--- config.mk ---
export PLATFORM = sky130hd
export DESIGN_NAME = module_division
export DESIGN_NICKNAME = d
export VERILOG_FILES = /design/src/rtl/module_division.sv
export SDC_FILE = /design/constraint.sdc
export NUM_CORES = 1
export LEC_CHECK = 0
export ABC_AREA = 1
export BUFFER_PORTS_ARGS = -buffer_cell sky130_fd_sc_hd__buf_4
export CORE_AREA = 4 4 81 83
export CTS_BUF_LIST = sky130_fd_sc_hd__clkbuf_4 sky130_fd_sc_hd__clkbuf_8 sky130_fd_sc_hd__clkbuf_16
export DETAILED_ROUTE_END_ITERATION = 8
export DIE_AREA = 0 0 85 87
export MAX_ROUTING_LAYER = met4
export PLACE_DENSITY_LB_ADDON = 0.08
export SYNTH_ARGS = -nofsm -noshare
export SYNTH_HDL_FRONTEND = slang
export SYNTH_SLANG_ARGS = --single-unit
--- constraint.sdc ---
create_clock -name clk -period 5.1 [get_ports clk]
set_clock_uncertainty 0.05 [all_clocks]
set_input_delay 0.51 -clock clk [delete_from_list [all_inputs] [get_ports clk]]
set_output_delay 0.51 -clock clk [all_outputs]
set_load 0.02 [all_outputs]
--- src/rtl/module_division.sv ---
// module_division: 4-bit restoring divider, one quotient bit per clock, MSB first.
// Define DIV_ZERO_CHECK_EN to short-circuit B=0 to DONE with err=1.
module module_division (
  input  logic       clk,
  input  logic       rst,
  input  logic       start,
  input  logic [3:0] A,
  input  logic [3:0] B,
  output logic [3:0] Q,
  output logic [3:0] Rem,
  output logic       busy,
  output logic       done,
  output logic       err
);

  typedef enum logic [1:0] {
    IDLE,
    ITER,
    DONE
  } state_t;

  state_t     state_q;
  logic [4:0] p_q;
  logic [3:0] aq_q;
  logic [3:0] bq_q;
  logic [3:0] qr_q;
  logic [1:0] k_q;
  logic [3:0] q_q;
  logic [3:0] rem_q;
  logic       busy_q;
  logic       done_q;

  logic [5:0] s_w;
  logic [5:0] diff_w;
  logic       borrow_w;

  // P never exceeds Bq-1, so the top shift bit is always zero
  always_comb begin
    s_w      = {p_q, aq_q[k_q]};
    diff_w   = s_w - {2'b00, bq_q};
    borrow_w = diff_w[5];
  end

`ifdef DIV_ZERO_CHECK_EN
  logic err_q;
`endif

  always_ff @(posedge clk or posedge rst) begin
    if (rst) begin
      state_q <= IDLE;
      p_q     <= '0;
      aq_q    <= '0;
      bq_q    <= '0;
      qr_q    <= '0;
      k_q     <= '0;
      q_q     <= '0;
      rem_q   <= '0;
      busy_q  <= 1'b0;
      done_q  <= 1'b0;
`ifdef DIV_ZERO_CHECK_EN
      err_q   <= 1'b0;
`endif
    end else begin
      done_q <= 1'b0;
      unique case (state_q)
        IDLE: begin
          if (start) begin
            aq_q   <= A;
            bq_q   <= B;
            p_q    <= '0;
            qr_q   <= '0;
            k_q    <= 2'd3;
            busy_q <= 1'b1;
`ifdef DIV_ZERO_CHECK_EN
            if (B == 4'd0) begin
              p_q     <= {1'b0, A};
              qr_q    <= 4'hF;
              state_q <= DONE;
            end else begin
              err_q   <= 1'b0;
              state_q <= ITER;
            end
`else
            state_q <= ITER;
`endif
          end
        end
        ITER: begin
          if (borrow_w) begin
            p_q <= s_w[4:0];
          end else begin
            p_q       <= diff_w[4:0];
            qr_q[k_q] <= 1'b1;
          end
          k_q <= k_q - 2'd1;
          if (k_q == 2'd0) begin
            state_q <= DONE;
          end
        end
        DONE: begin
          q_q     <= qr_q;
          rem_q   <= p_q[3:0];
          done_q  <= 1'b1;
          busy_q  <= 1'b0;
          state_q <= IDLE;
`ifdef DIV_ZERO_CHECK_EN
          err_q   <= (bq_q == 4'd0);
`endif
        end
        default: begin
          state_q <= IDLE;
        end
      endcase
    end
  end

  assign Q    = q_q;
  assign Rem  = rem_q;
  assign busy = busy_q;
  assign done = done_q;
`ifdef DIV_ZERO_CHECK_EN
  assign err  = err_q;
`else
  assign err  = 1'b0;
`endif

endmodule

## Yosys cells after proc, flatten, opt, wreduce, memory -nomap -nowiden

Index checks and enable logic that the tools add are counted.

| operators by class | value |
|---|---|
| $lt $le $gt $ge | 2 |
| equal/unequal tests | 5 |
| reductions and logical operators | 10 |
| mux-type cells | 18 |
| bitwise gates (word level) | 1 |
| $add $sub $neg | 2 |

Operator list:

| kind | number |
|---|---|
| 5-bit 2-to-1 mux | 2 |
| 5-bit case mux with 2 select lines | 1 |
| 4-bit 2-to-1 mux | 2 |
| 2-bit case mux with 2 select lines | 2 |
| 4-bit case mux with 2 select lines | 1 |
| 2-bit AND reduction | 4 |
| 2-bit 2-to-1 mux | 3 |
| 2-bit != test, second input constant | 3 |
| 6-bit by 4-bit subtractor with 6-bit output | 1 |
| 2-bit zero test | 2 |
| 1-bit 2-to-1 mux | 4 |
| 4-bit OR | 1 |
| 2-bit nonzero test | 2 |
| 2-bit by 3-bit < comparator with 1-bit output, second input constant | 1 |
| 3-bit AND reduction | 1 |
| 1-bit binary-select mux with 2-bit select | 1 |
| 1-bit demux with 2-bit select | 1 |
| 2-bit by 1-bit equality test with 1-bit output, second input constant | 1 |
| 2-bit equality test, second input constant | 1 |
| 2-bit by 1-bit greater-or-equal comparator with 1-bit output, second input constant | 1 |
| 1-bit case mux with 2 select lines | 1 |
| 2-bit by 1-bit subtractor with 2-bit output, second input constant | 1 |
| 1-bit logical AND | 1 |

| storage, ports and cells | value |
|---|---|
| word-level logic and storage cells | 48 |
| register bits | 31 |
| output and inout port bits | 11 |

## Longest topological paths before layout

Gate-level depths: netlist (run 1).

| logic depth | value |
|---|---|
| depth after elaboration | 7 |
| mapped depth | 15 |
| mapped depth without buffers | 15 |

## Worst setup path before layout (run 1)

No wires, ideal clock.

| timing | value |
|---|---|
| path type | flip-flop to flip-flop |
| from | register k_q[0] |
| to | register p_q[4] |
| arrival time | 1.729 ns |
| stages on the path, launching flop included | 16 |
| path slack | 3.205 ns |
| path buffers | 0 |
| period minus slack after synthesis | 1.895 ns |
| cell sequence | dfrtp_1 > inv_1 > nand2_1 > nand3_1 > nand2_1 > ha_1 > inv_1 > fa_1 > nand3_1 > nand2_1 > nand2_1 > nand2_1 > nand3_1 > nand2_1 > nand2_1 > nand2_1 |

| between the ends | value |
|---|---|
| word-level cells in the longest chain between the ends | 5 |

Ends and longest elaborated chain:

| element | RTL line | text |
|---|---|---|
| from (decl) | 27 | `logic [1:0] k_q;` |
| from (signal assigned) | 95 | `k_q <= k_q - 2'd1;` |
| 1-bit binary-select mux with 2-bit select | 39 | `s_w = {p_q, aq_q[k_q]};` |
| 1-bit 2-to-1 mux (implied by the code) | 39 |  |
| 6-bit by 4-bit subtractor with 6-bit output | 40 | `diff_w = s_w - {2'b00, bq_q};` |
| 5-bit 2-to-1 mux | 89 | `if (borrow_w) begin` |
| 5-bit case mux with 2 select lines | 65 | `unique case (state_q)` |
| to (signal assigned) | 90 | `p_q <= s_w[4:0];` |
| to (signal assigned) | 92 | `p_q <= diff_w[4:0];` |
| to (decl) | 23 | `logic [4:0] p_q;` |

Every way passes these cells. The select of a mux whose other input is x is not followed.
A chain may end at the register's enable or synchronous reset.

## Final worst setup path (run 1)

Same ends and word-level chain as after synthesis.

==> metrics.md, run 1 <==
| Metric | Value |
|---|---|
| Vias/cell | 4.22 |
| Final Cycle Share | 40.5% |
| CP Launch Type | flop |
| Clock transition at path regs | 0.07 ns |
| Ys Warns | 0 |
| Sequential cell area | 776 um2 |
| Status | complete, no violations |
| Max VDD drop | 174 uV |
| Die span in x | 85 um |
| CORE AREA | 0.00585 mm2 |
| F_max | 484 MHz |
| Filler Cells Inserted | 627 |
| Hold Vio Cnt, Final | 0 |
| ANT cells | 0 |
| IO Count | 22 |
| Area leader, netlist | dfrtp_1 |
| Hold buffer count at CTS | 0 |
| Fin Hold WS | 0.261 ns |
| Slew Viols, Final | 0 |
| Placed cell count | 291 |
| Fin crit period | 2.06 ns |
| Synth Instances | 198 |
| Crit path DAT | 2.19 ns |
| Vias in the first global route | 1283 |
| Max Fanout on Critical Path | 7 |
| Post-Synth Simple-Gate Area | 35.6% |
| Non-filler cells, final | 298 |
| Post-synthesis sequential area ratio | 47.2% |
| WP data required | 5.22 ns |
| Clock buffer count from CTS | 5 |
| Area after DPL | 0.00188 mm2 |
| Syn nets | 218 |
| Compound-gate portion of the synthesized area | 2.89% |
| Floorplan row count | 28 |
| Tot GR Track Use | 11.3% |
| Die height | 87 um |
| Post-route ant nets | 0 |
| Worst setup margin | 3.04 ns |
| Via Count | 1258 |
| Hold Crit Class | input pin to async pin |
| Pre-Repair DR Iteration Count | 4 |
| Largest family of logic cells by synthesized area | simple AND/OR/NAND/NOR gates |
| RSZ-0062 raised after global routing | no |
| Routed len/inst | 11.5 um |
| Syn avg cell area | 8.30 um2 |
| Clock Sinks | 31 |
| Clock Root Buffer | clkbuf_8 |
| Synth top area share | 47.2% |
| Total negative slack | 0 ns |
| Yosys reg bits | 31 |
| First-pass GRT wire length | 6300 um |
| Multiplexer share of the synthesized area | 0% |
| Leak | 1.06 nW |
| Multi-input logic area | 764 um2 |
| DP Worst Slack | 3.02 ns |
| WS Path Type | flop to flop |
| Most used DFF post-synth | dfrtp_1 |
| Post-synth EDFFs | 0 |
| Synth top area cells | dfrtp_1 47%, nand2_1 17%, nand3_1 6.7% |
| Drt initial violations | 87 |
| Largest net degree at the start of global routing | 32 |
| CTS tree | done |
| Cell area after layout | 0.00196 mm2 |
| Power per cell area | 716 mW/mm2 |
| Final setup vio count | 0 |
| H-tree levels | 2 |
| Max Cap Viol | 0 |
| Final nets | 243 |
| Grt ovf | 0 |
| Synth Area in XOR/XNOR | 0.533% |
| Yosys cell types | 24 |
| Mapped cell area | 0.00164 mm2 |
| FFs w/ async S/R, synth | 100% |
| Layout cells sized above 1 | 21.1% |
| PortBufs | 20 |
| GP Congestion | 0.772 |
| Initial antenna violation count | 0 |
| Cts repair resizes | 0 |
| DRC Markers | 0 |
| DP Wirelength | 2550 um |
| Count leader, synth | nand2_1 |
| Commonest cells in the netlist | 76 x nand2_1, 31 x dfrtp_1, 22 x nand3_1 |
| Starting density of the core | 28.1% |
| Clk_lat worst skew | 0.28 ns |
| P&R area growth vs syn | 19.6% |
| Final WL | 3430 um |
| Area of the die | 0.00740 mm2 |
| Max Buffers Root-to-Sink | 2 |
| Setup crit end kind | flop |
| Post-CTS setup buffers | 0 |
| Synth Area in Adders | 7.31% |
[cell families (layout without fill, tap and decap cells)]
| family | count (synthesis) | after routing |
|---|---|---|
| AO/OA/AOI/OAI | 9 | 9 |
| XOR/XNOR | 1 | 1 |
| adder cells (fa/ha/maj) | 9 | 9 |
| buffers and inverters | 25 | 50 |
| flip-flops | 31 | 31 |
| other | 1 | 1 |
| AND/OR/NAND/NOR | 122 | 122 |
[stage by stage]
stage / utilization, % / power (mW)
after CTS: 33.6 / 1.43
after detailed placement: 32.1 / 1.22
after floorplan: - / 1.03
final: 33.6 / 1.41
after global placement: 32.1 / 1.23
after global routing: 33.6 / 1.58
[cell type report]
class / count / share of cell area, %
sequential: 31 / 39.5
multi-input combinational: 142 / 38.9
timing repair buffer: 21 / 8.03
tap: 75 / 4.78
inverter: 22 / 4.33
clock buffer: 6 / 4.20
clock inverter: 1 / 0.255
[report_power, final]
group          switching, mW  internal, mW
Clock                 0.0921         0.106
Combinational          0.480         0.287
Sequential            0.0845         0.357
[per-layer routing]
metal,vias up,wire [um],GRT usage (%)
li1,666,-,-
met3,6,242,3.31
met1,553,1720,14.9
met5,-,0,-
met4,0,59,4.32
met2,33,1400,16.5
[worst paths after layout]
kind                            cells after the start  slack [ns]  startpoint       to
worst max-delay path                               15        3.04      k_q[0]   p_q[4]
worst min-delay path                                3        0.26         rst   p_q[2]
worst max register to register                     15        3.04      k_q[0]   p_q[4]
worst min register to register                      2        0.42      Rem[0]   Rem[0]
max in group asynchronous                           3        4.46         rst  aq_q[3]
min in group clk                                    3        0.37        A[0]  aq_q[0]
[sequential cells by signal, indices dropped and copies added, names as in the netlist]
signal,count
Rem,4
bq_q,4
Q,4
state_q,2
p_q,5
qr_q,4
busy,1
aq_q,4
done,1
k_q,2
[worst max-delay path, cell delays in order, from the launching register on]
cell and delay, ns:
dfrtp_1 0.44, inv_1 0.12, nand2_1 0.07, nand3_1 0.06
nand2_1 0.09, ha_1 0.14, inv_1 0.08, fa_1 0.40
nand3_1 0.12, nand2_1 0.06, nand2_1 0.06, nand2_1 0.05
nand3_1 0.07, nand2_1 0.06, nand2_1 0.05, nand2_1 0.04
[cells in the final DEF (no fill, tap or decap), types with 3 or more instances in the layout]
cell      count
nand2_1      76
dfrtp_1      31
nand3_1      22
buf_4        21
inv_1        17
nor2_1        9
ha_1          8
o21ai_0       7
clkbuf_8      6
inv_2         4
nor2_4        3
No activity file was read; power rests on OpenSTA's default activity.
==> inputs of run 2 (changes only) <==
Clock period 5.1 ns to 1.75 ns, I/O delays scaled along.
==> run 2 against run 1 <==
The flow now finishes with violations (setup timing); combinational power rose to 3.7 times the previous value; die area did not move; critical path type unchanged; critical endpoint unchanged; first-iteration DRC count down 20%; setup slack worse by 3.1 ns; power grew to 3.3 times the previous value; cell area rose by 12%; hold slack got worse by 0.23 ns; highest routed layer unchanged; count of clock-buffer cells in the layout stayed put; clock power grew to 2.9 times the previous value.
==> metrics.md, run 2 (synthesis results as in run 1) <==
| Metric | Value |
|---|---|
| Clock Sinks | 31 (unchanged) |
| F_max | 545 MHz (+12%) |
| Vias/cell | 4.21 (-0.36%) |
| Largest net degree at the start of global routing | 32 (unchanged) |
| Leak | 1.17 nW (+10%) |
| CORE AREA | 0.00585 mm2 (unchanged) |
| DP Worst Slack | -0.0948 ns (-3.11 ns) |
| Final nets | 265 (+9.1%) |
| Die span in x | 85 um (unchanged) |
| Commonest non-fill, non-tap cells in the layout | 74 x nand2_1, 41 x buf_4, 31 x dfrtp_1, 20 x nand3_1, 14 x inv_1 |
| Fin crit period | 1.84 ns (-0.228 ns) |
| R2R depth | 15 (unchanged) |
| Worst Hold Endpoint | bq_q[0] |
| FF-to-FF setup slack | -0.09 ns (-3.12 ns) |
| GP Congestion | 0.821 (+6.3%) |
| CP Launch Type | flop |
| WP data required | 1.87 ns (-3.35 ns) |
| Via Count | 1346 (+7.0%) |
| WS Path Type | flop to flop |
| Hold Vio Cnt, Final | 0 (unchanged) |
| Filler Cells Inserted | 634 (+1.1%) |
| Failing checks | setup timing |
| ANT cells | 0 (unchanged) |
| Tot GR Track Use | 10.6% (-0.70 points) |
| Setup crit end kind | flop |
| Clock transition at path regs | 0.07 ns (about the same) |
| H-tree levels | 2 (unchanged) |
| P&R area growth vs syn | 33.8% |
| PortBufs | 20 (unchanged) |
| Drt initial violations | 70 (-20%) |
| Top reg by flops | p_q |
| Power per cell area | 2130 mW/mm2 (+200%) |
| Hold path depth | 3 |
| Initial antenna violation count | 0 (unchanged) |
| Die height | 87 um (unchanged) |
| Max reg flops | 5 (unchanged) |
| Final WL | 3510 um (+2.5%) |
| Clock Root Buffer | clkbuf_8 |
| DP Wirelength | 2630 um (+3.1%) |
| DRC Markers | 0 (unchanged) |
| Vias in the first global route | 1275 (-0.62%) |
| Hold Crit Class | input pin to flop |
| Area of the die | 0.00740 mm2 (unchanged) |
| CTS tree | done |
| Crit path DAT | 1.96 ns (-0.23 ns) |
| Pre-Repair DR Iteration Count | 4 (unchanged) |
| Routed len/inst | 11.0 um (-4.6%) |
| Status | finished, violations left |
| Grt ovf | 0 (unchanged) |
| Post-route ant nets | 0 (unchanged) |
| Layout cells sized above 1 | 32.2% (+11 points) |
| Fin Hold WS | 0.0341 ns (-0.227 ns) |
| Floorplan row count | 28 (unchanged) |
| Worst flop-to-flop path startpoint | k_q[0] |
| Max VDD drop | 638 uV (+270%) |
| Total negative slack | -0.108 ns (-0.108 ns) |
| Commonest non-fill, non-tap cell in the layout | nand2_1 |
| Max Cap Viol | 0 (unchanged) |
| Hold path startpoint | B[0] |
| IO Count | 22 (unchanged) |
| Worst setup margin | -0.0859 ns (-3.12 ns) |
| Slew Viols, Final | 0 (unchanged) |
| First-pass GRT wire length | 5950 um (-5.5%) |
| Clock buffer count from CTS | 5 (unchanged) |
| Starting density of the core | 28.1% (unchanged) |
| Reg2reg end | p_q[4] |
| Final setup vio count | 3 (+3) |
| Max Fanout on Critical Path | 4 (-3) |
| Clk_lat worst skew | 0.28 ns (about the same) |
| Max Buffers Root-to-Sink | 2 (unchanged) |
| RSZ-0062 raised after global routing | yes |
| Final Cycle Share | 105% (+64 points) |
[run 2: cell types whose count changed in the layout (fill, tap and decap cells not counted), sizes merged]
cell	delta
buf	+21
dlygate4sd3	+1
[run 2: per-stage QoR]
step | instance area (um2) | util, % | std cells | power, mW
after floorplan | 1650 | - | 198 | 3.03
after global placement | 2020 | 34.5 | 309 | 3.94
after detailed placement | 2020 | 34.5 | 309 | 3.92
after CTS | 2140 | 36.5 | 319 | 4.57
after global routing | 2200 | 37.6 | 320 | 5.16
final | 2200 | 37.6 | 320 | 4.68
[run 2: area by class of cell]
cell class              instances  area, um2  share of cell area (%)
well taps                      75       93.8                    4.27
flip-flops and latches         31        776                    35.3
repair buffers                 43        329                    15.0
inverters                      22       87.6                    3.98
multi-input cells             142        825                    37.5
clock inverters                 1       5.00                   0.228
clock buffers                   6       82.6                    3.76
[run 2: routing by layer]
layer | global-route usage [%] | up-vias | routed length [um]
met2 | 15.9 | 39 | 1460
met4 | 4.75 | 0 | 81
met1 | 13.7 | 584 | 1780
met3 | 2.46 | 11 | 196
met5 | - | - | 0
li1 | - | 712 | -
[run 2: what timing repair did]
action | 4_1_cts | 5_1_grt
pin swaps | 1 | 6
setup buffers | 2 | 1
hold buffers | 1 | 0
hold endpoints to repair | 31 | 0
gates resized for setup | 1 | 10
endpoints found under the setup margin | 5 | 9
[run 2: critical path, cell delays in order, from the launching register on]
cell	delay, ns
dfrtp_1	0.40
inv_2	0.06
nand2_2	0.06
nand3_2	0.06
nand2_2	0.10
ha_4	0.14
inv_4	0.04
fa_2	0.37
nand3_2	0.08
nand2_1	0.05
nand2_1	0.06
nand2_1	0.04
nand3_1	0.07
nand2_1	0.06
nand2_1	0.05
nand2_1	0.04
[run 2: where the power goes]
| part | internal (mW) | switching (mW) |
|---|---|---|
| registers | 1.04 | 0.224 |
| clock network | 0.308 | 0.262 |
| logic | 1.26 | 1.58 |
| total | 2.61 | 2.07 |
[run 2: worst max-delay path by stage]
stage | startpoint | slack [ns] | to | depth (start not counted)
6_report | k_q[0] | -0.09 | p_q[4] | 15
5_1_grt | k_q[0] | -0.23 | p_q[4] | 15
4_1_cts | k_q[0] | -0.1 | p_q[4] | 14
3_5_place_dp | k_q[0] | -0.09 | p_q[4] | 14
3_3_place_gp | k_q[0] | -0.07 | p_q[4] | 14
2_1_floorplan | k_q[0] | -0.05 | p_q[4] | 15
